## src/rtl/record_core.sv

```systemverilog
// Audio capture engine: buffers codec samples in a small FIFO and writes them to SDRAM as a clip
// (length word at base, samples at base+1..base+N). Define REC_DECIMATE_EN to keep only every other sample.
module record_core #(
    parameter int                ADDR_W     = 23,
    parameter int                DATA_W     = 32,
    parameter int                FIFO_DEPTH = 4,
    parameter logic [ADDR_W-1:0] MAX_LEN    = 23'h3FFFFF
) (
    input  logic              i_clk,
    input  logic              i_rst_n,
    input  logic              rec_start,
    input  logic [ADDR_W-1:0] rec_base,
    input  logic              rec_stop,
    output logic              rec_busy,
    output logic              rec_done,
    output logic [ADDR_W-1:0] rec_length,
    output logic              rec_overflow,
    output logic              rec_write,
    output logic [ADDR_W-1:0] rec_addr,
    output logic [DATA_W-1:0] rec_writedata,
    input  logic              rec_sdram_finished,
    input  logic              rec_audio_valid,
    input  logic [DATA_W-1:0] rec_audio_data,
    output logic              rec_audio_ready
);

    localparam int PTR_W = $clog2(FIFO_DEPTH);
    localparam int OCC_W = PTR_W + 1;
    localparam int SUM_W = ADDR_W + 1;
    localparam logic [OCC_W-1:0] OCC_FULL = OCC_W'(FIFO_DEPTH);

    typedef enum logic [2:0] {
        S_IDLE      = 3'd0,
        S_RECORD    = 3'd1,
        S_FLUSH     = 3'd2,
        S_WRITE_LEN = 3'd3,
        S_DONE      = 3'd4
    } state_t;

    state_t            r_state;
    state_t            w_state_next;
    logic [ADDR_W-1:0] r_base;
    logic [ADDR_W-1:0] r_count;
    logic [DATA_W-1:0] r_fifo [FIFO_DEPTH];
    logic [PTR_W-1:0]  r_wr_ptr;
    logic [PTR_W-1:0]  r_rd_ptr;
    logic [OCC_W-1:0]  r_occ;
    logic              r_write;
    logic [ADDR_W-1:0] r_addr;
    logic [DATA_W-1:0] r_writedata;
    logic [ADDR_W-1:0] r_length;
    logic              r_overflow;
`ifdef REC_DECIMATE_EN
    logic              r_phase;
`endif

    logic              w_start;
    logic              w_accept;
    logic              w_keep;
    logic              w_full;
    logic              w_room;
    logic              w_push;
    logic              w_drop;
    logic              w_in_xfer;
    logic              w_pop;
    logic              w_issue;
    logic              w_drained;
    logic              w_enter_len;
    logic              w_len_ack;
    logic              w_limit;
    logic [SUM_W-1:0]  w_total;
    logic [SUM_W-1:0]  w_total_next;

    assign w_start   = (r_state == S_IDLE) && rec_start;
    assign w_accept  = rec_audio_valid && (r_state == S_RECORD);
`ifdef REC_DECIMATE_EN
    assign w_keep    = w_accept && !r_phase;
`else
    assign w_keep    = w_accept;
`endif
    assign w_full    = (r_occ == OCC_FULL);
    // Accepted count = samples already in SDRAM plus samples still buffered
    assign w_total      = {1'b0, r_count} + SUM_W'(r_occ);
    assign w_room       = (w_total < {1'b0, MAX_LEN});
    assign w_push       = w_keep && !w_full && w_room;
    assign w_drop       = w_keep && w_full;
    assign w_total_next = w_total + SUM_W'(w_push);
    assign w_limit      = (w_total_next >= {1'b0, MAX_LEN});

    assign w_in_xfer   = (r_state == S_RECORD) || (r_state == S_FLUSH);
    assign w_pop       = w_in_xfer && r_write && rec_sdram_finished;
    assign w_issue     = w_in_xfer && !r_write && (r_occ != {OCC_W{1'b0}});
    assign w_drained   = !r_write && (r_occ == {OCC_W{1'b0}});
    assign w_enter_len = (r_state == S_FLUSH) && w_drained;
    assign w_len_ack   = (r_state == S_WRITE_LEN) && r_write && rec_sdram_finished;

    // State register
    always_ff @(posedge i_clk) begin
        if (!i_rst_n) begin
            r_state <= S_IDLE;
        end else begin
            r_state <= w_state_next;
        end
    end

    // Next-state decode
    always_comb begin
        w_state_next = r_state;
        case (r_state)
            S_IDLE: begin
                if (rec_start) begin
                    w_state_next = S_RECORD;
                end else begin
                    w_state_next = S_IDLE;
                end
            end
            S_RECORD: begin
                if (rec_stop || w_limit) begin
                    w_state_next = S_FLUSH;
                end else begin
                    w_state_next = S_RECORD;
                end
            end
            S_FLUSH: begin
                if (w_drained) begin
                    w_state_next = S_WRITE_LEN;
                end else begin
                    w_state_next = S_FLUSH;
                end
            end
            S_WRITE_LEN: begin
                if (w_len_ack) begin
                    w_state_next = S_DONE;
                end else begin
                    w_state_next = S_WRITE_LEN;
                end
            end
            S_DONE:  w_state_next = S_IDLE;
            default: w_state_next = S_IDLE;
        endcase
    end

    // FIFO, counters and the SDRAM write port
    always_ff @(posedge i_clk) begin
        if (!i_rst_n) begin
            r_base      <= {ADDR_W{1'b0}};
            r_count     <= {ADDR_W{1'b0}};
            r_wr_ptr    <= {PTR_W{1'b0}};
            r_rd_ptr    <= {PTR_W{1'b0}};
            r_occ       <= {OCC_W{1'b0}};
            r_write     <= 1'b0;
            r_addr      <= {ADDR_W{1'b0}};
            r_writedata <= {DATA_W{1'b0}};
            r_length    <= {ADDR_W{1'b0}};
            r_overflow  <= 1'b0;
`ifdef REC_DECIMATE_EN
            r_phase     <= 1'b0;
`endif
            for (int i = 0; i < FIFO_DEPTH; i++) begin
                r_fifo[i] <= {DATA_W{1'b0}};
            end
        end else if (w_start) begin
            r_base     <= rec_base;
            r_count    <= {ADDR_W{1'b0}};
            r_wr_ptr   <= {PTR_W{1'b0}};
            r_rd_ptr   <= {PTR_W{1'b0}};
            r_occ      <= {OCC_W{1'b0}};
            r_overflow <= 1'b0;
`ifdef REC_DECIMATE_EN
            r_phase    <= 1'b0;
`endif
        end else begin
            if (w_push) begin
                r_fifo[r_wr_ptr] <= rec_audio_data;
                r_wr_ptr         <= r_wr_ptr + PTR_W'(1);
            end
            if (w_pop) begin
                r_rd_ptr <= r_rd_ptr + PTR_W'(1);
                r_count  <= r_count + ADDR_W'(1);
            end
            r_occ <= r_occ + OCC_W'(w_push) - OCC_W'(w_pop);
            if (w_drop) begin
                r_overflow <= 1'b1;
            end
`ifdef REC_DECIMATE_EN
            if (w_accept) begin
                r_phase <= ~r_phase;
            end
`endif
            // The head stays in the FIFO until the write is acknowledged
            if (w_issue) begin
                r_write     <= 1'b1;
                r_addr      <= r_base + ADDR_W'(1) + r_count;
                r_writedata <= r_fifo[r_rd_ptr];
            end else if (w_enter_len) begin
                r_write     <= 1'b1;
                r_addr      <= r_base;
                r_writedata <= DATA_W'(r_count);
            end else if (w_pop || w_len_ack) begin
                r_write <= 1'b0;
            end
            if (w_len_ack) begin
                r_length <= r_count;
            end
        end
    end

    assign rec_busy        = (r_state != S_IDLE);
    assign rec_done        = (r_state == S_DONE);
    assign rec_audio_ready = (r_state == S_RECORD);
    assign rec_length      = r_length;
    assign rec_overflow    = r_overflow;
    assign rec_write       = r_write;
    assign rec_addr        = r_addr;
    assign rec_writedata   = r_writedata;

endmodule

```

## config.mk

```make
export PLATFORM = sky130hd
export DESIGN_NAME = record_core
export DESIGN_NICKNAME = d
export VERILOG_FILES = /design/src/rtl/record_core.sv
export SDC_FILE = /design/constraint.sdc
export NUM_CORES = 1
export LEC_CHECK = 0
export BUFFER_PORTS_ARGS = -buffer_cell sky130_fd_sc_hd__clkbuf_2
export CAP_MARGIN = 20
export CELL_PAD_IN_SITES_DETAIL_PLACEMENT = 1
export CELL_PAD_IN_SITES_GLOBAL_PLACEMENT = 2
export CORE_ASPECT_RATIO = 0.5
export CORE_UTILIZATION = 35
export CTS_CLUSTER_DIAMETER = 150
export DETAILED_ROUTE_END_ITERATION = 6
export GPL_TIMING_DRIVEN = 0
export PLACE_DENSITY_LB_ADDON = 0.1
export SYNTH_ARGS = -nofsm -noshare
export SYNTH_HDL_FRONTEND = slang
export SYNTH_SLANG_ARGS = --single-unit
```

## constraint.sdc

```tcl
create_clock -name i_clk -period 4.31 [get_ports i_clk]
set_clock_uncertainty 0.1 [all_clocks]
set_input_delay 0.6465 -clock i_clk [delete_from_list [all_inputs] [get_ports i_clk]]
set_output_delay 0.6465 -clock i_clk [all_outputs]
set_load 0.02 [all_outputs]
```

==> results.json <==
{
  "synth_ff_type": "dfxtp_1",
  "grtUsageTotal_pct": 22.4,
  "grt_pass1_vias": 10877,
  "grt_pass1_wl_um": 64900,
  "wl_per_cell_um": 21.6,
  "cts_made_buffers": 26,
  "avgViaCountPerCell": 5.24,
  "drc": 0,
  "maxCapViolCount": 0,
  "peakVddDrop_mv": 0.263,
  "critPathLaunchType": "flip-flop",
  "synth_top_area_cell": "edfxtp_1",
  "num_vias": 10275,
  "synthArstFlopShare_pct": 0,
  "grt_antenna_before_repair": 0,
  "synth_warnings": 0,
  "fillers": 4066,
  "drive_gt1_share_pct": 23.9,
  "core_region_area_um2": 36400,
  "start_util_pct": 35.9,
  "diodes": 0,
  "hold_violations": 0,
  "fp-row-count": 49,
  "worstSkewPairLatency_ns": 0.58,
  "wl_met3_um": 1750,
  "overflow": 0,
  "ios": 144,
  "fin_crit_sh_pct": 108,
  "topRoutingLayerUsed": "met4",
  "stdcell_area_um2": 15900,
  "p_per_area_nw_per_um2": 352,
  "port_buffers": 143,
  "dr.pass1.iters": 4,
  "avgSynthCellArea_um2": 10.5,
  "yosysSeqAreaShare_pct": 50.6,
  "path_max_fanout": 7,
  "setup_ws_ns": -0.328,
  "met1_length_um": 20200,
  "crit_type": "flip-flop to flip-flop",
  "violations": "setup timing",
  "leakage_uw": 0.00628,
  "drt-initial-drc-count": 497,
  "hp-class": "input pin to flip-flop",
  "ant_nets": 0,
  "dp_hpwl_um": 31000,
  "synth.area.top_cells": "edfxtp_1 (29%), dfxtp_1 (21%), and2_1 (6.4%)",
  "ys_ff_latch": 266,
  "setup_viol": 2,
  "synth.net_count": 1342,
  "yosysTopAreaCellShare_pct": 29.4,
  "cts_tree": "yes",
  "whs_ns": 0.186,
  "final_common_cell": "clkbuf_2",
  "worstSetupEndpointType": "flip-flop",
  "rsz0062_at_grt": "true",
  "synth_edf_count": 128,
  "max_freq_mhz": 216,
  "dpl_cell_area_um2": 14500,
  "netlist_area_um2": 13100,
  "die_area_um2": 38200,
  "place_congestion": 0.903,
  "fin_tns_setup_ns": -0.633,
  "hold_buffers": 0,
  "multi_input_area_um2": 6240,
  "wl_um": 42400,
  "status": "finished, violations left",
  "grt_max_degree": 33,
  "die_y_um": 139,
  "max-clock-path-buffers": 3,
  "dr_wl_met2_um": 19700,
  "min_period_ns": 4.64,
  "nNetsFinal": 1552,
  "clk_pin_slew_ns": 0.06,
  "cts_sinks": 266,
  "synth_cell_types": 78,
  "utilization_pct": 43.7,
  "seq_area_um2": 6630,
  "root_buffer": "clkbuf_16",
  "die_w_um": 275,
  "total_power_uw": 5590,
  "cts_htree_levels": 1,
  "maxSlewHeadroom_pct": 24.9,
  "final_cell_mix": "clkbuf_2 (146), nand2_1 (141), and2_1 (134)",
  "critPathArrivalTime_ns": 5.01,
  "area_growth_pct": 21.6,
  "slew_violations": 0,
  "required_ns": 4.68,
  "worst_pin_slew_ns": 1.12,
  "syn_inst": 1248
}
## final timing paths
kind                                     from       endpoint  slack [ns]  depth (start not counted)
worst min-delay path              rec_base[5]      r_base[5]        0.19                          3
worst min register to register  rec_length[1]  rec_length[1]        0.36                          2
worst max register to register     r_count[0]     r_state[0]       -0.33                         18
worst max-delay path               r_count[0]     r_state[0]       -0.33                         18
## layout make-up
type,instances,area share [%]
multi-input combinational,875,39.3
inverter,23,0.543
clock buffer,34,4.54
tap,484,3.81
timing repair buffer,183,6.85
sequential,266,41.7
buffer,83,2.61
clock inverter,14,0.662
## routing by layer
layer  track usage, %  vias up
met1             31.8     5174
met5                0        -
li1                 -     4887
met4             4.42        0
met3             3.83       49
met2             36.0      165
## cell usage after synthesis, types with 6 or more instances
master	number
nand2_1	141
dfxtp_1	138
and2_1	134
edfxtp_1	128
nor2_1	99
a21oi_1	94
clkbuf_1	58
a211oi_1	44
mux2i_1	37
mux4_2	32
xnor2_1	32
ha_1	30
nand3_1	25
inv_1	22
o21ai_0	22
xor2_1	20
nand4_1	17
or3_1	13
buf_2	12
nor3_1	12
a31oi_1	8
nand2b_1	8
a21o_1	7
and3_1	6
buf_4	6
mux2_2	6
nor4_1	6
## timing repair
action	4_1_cts	5_1_grt
pin swaps	10	1
buffers inserted	32	4
setup endpoints to repair	83	19
gates resized for setup	48	9
## stage by stage
stage          setup slack, ns  cells
3_5_place_dp            -0.896   1879
3_3_place_gp             -1.25   1875
6_report                -0.328   1962
5_1_grt                 -0.435   1962
4_1_cts                 -0.193   1958
2_1_floorplan         0.000554   1248
## state kept, by name, indices dropped and copies added, names as in the netlist, named ones only
name / count
r_occ: 3
r_count: 23
rec_writedata: 32
rec_length: 23
rec_overflow: 1
r_state: 3
r_base: 23
rec_addr: 23
r_fifo: 128
r_wr_ptr: 2
r_rd_ptr: 2
rec_write: 1
## worst max-delay path: stages, from the launching register on
cell and delay, ns:
dfxtp_4 0.36, ha_4 0.16, fa_2 0.37, a21oi_4 0.27, buf_6 0.18, nor4_4 0.06
xnor2_1 0.18, nor4b_2 0.37, and4_4 0.31, a21oi_4 0.07, ha_4 0.17, ha_4 0.16
xnor2_1 0.12, or4_4 0.50, a221oi_2 0.21, nand4_1 0.14, a2111oi_2 0.27, nand4_1 0.25
a41o_1 0.29
## where the power goes
group / total, uW / internal [uW] / switching, uW
logic: 525 / 190 / 336
registers: 2800 / 2740 / 56.9
clock network: 2270 / 1190 / 1070
total: 5590 / 4130 / 1470
## cells by family (layout without fill, tap and decap cells)
group | Yosys count | after routing | synth area share, %
AOI/OAI and AO/OA | 219 | 219 | 10.7
xor gates and xnor gates | 52 | 52 | 3.49
adders and majority gates | 33 | 33 | 3.33
buffers and inverters | 107 | 337 | 3.53
DFF | 266 | 266 | 50.6
muxes | 75 | 75 | 8.87
and+or+nand+nor | 496 | 496 | 19.5
Note: power is estimated with default switching activity, not from simulation.
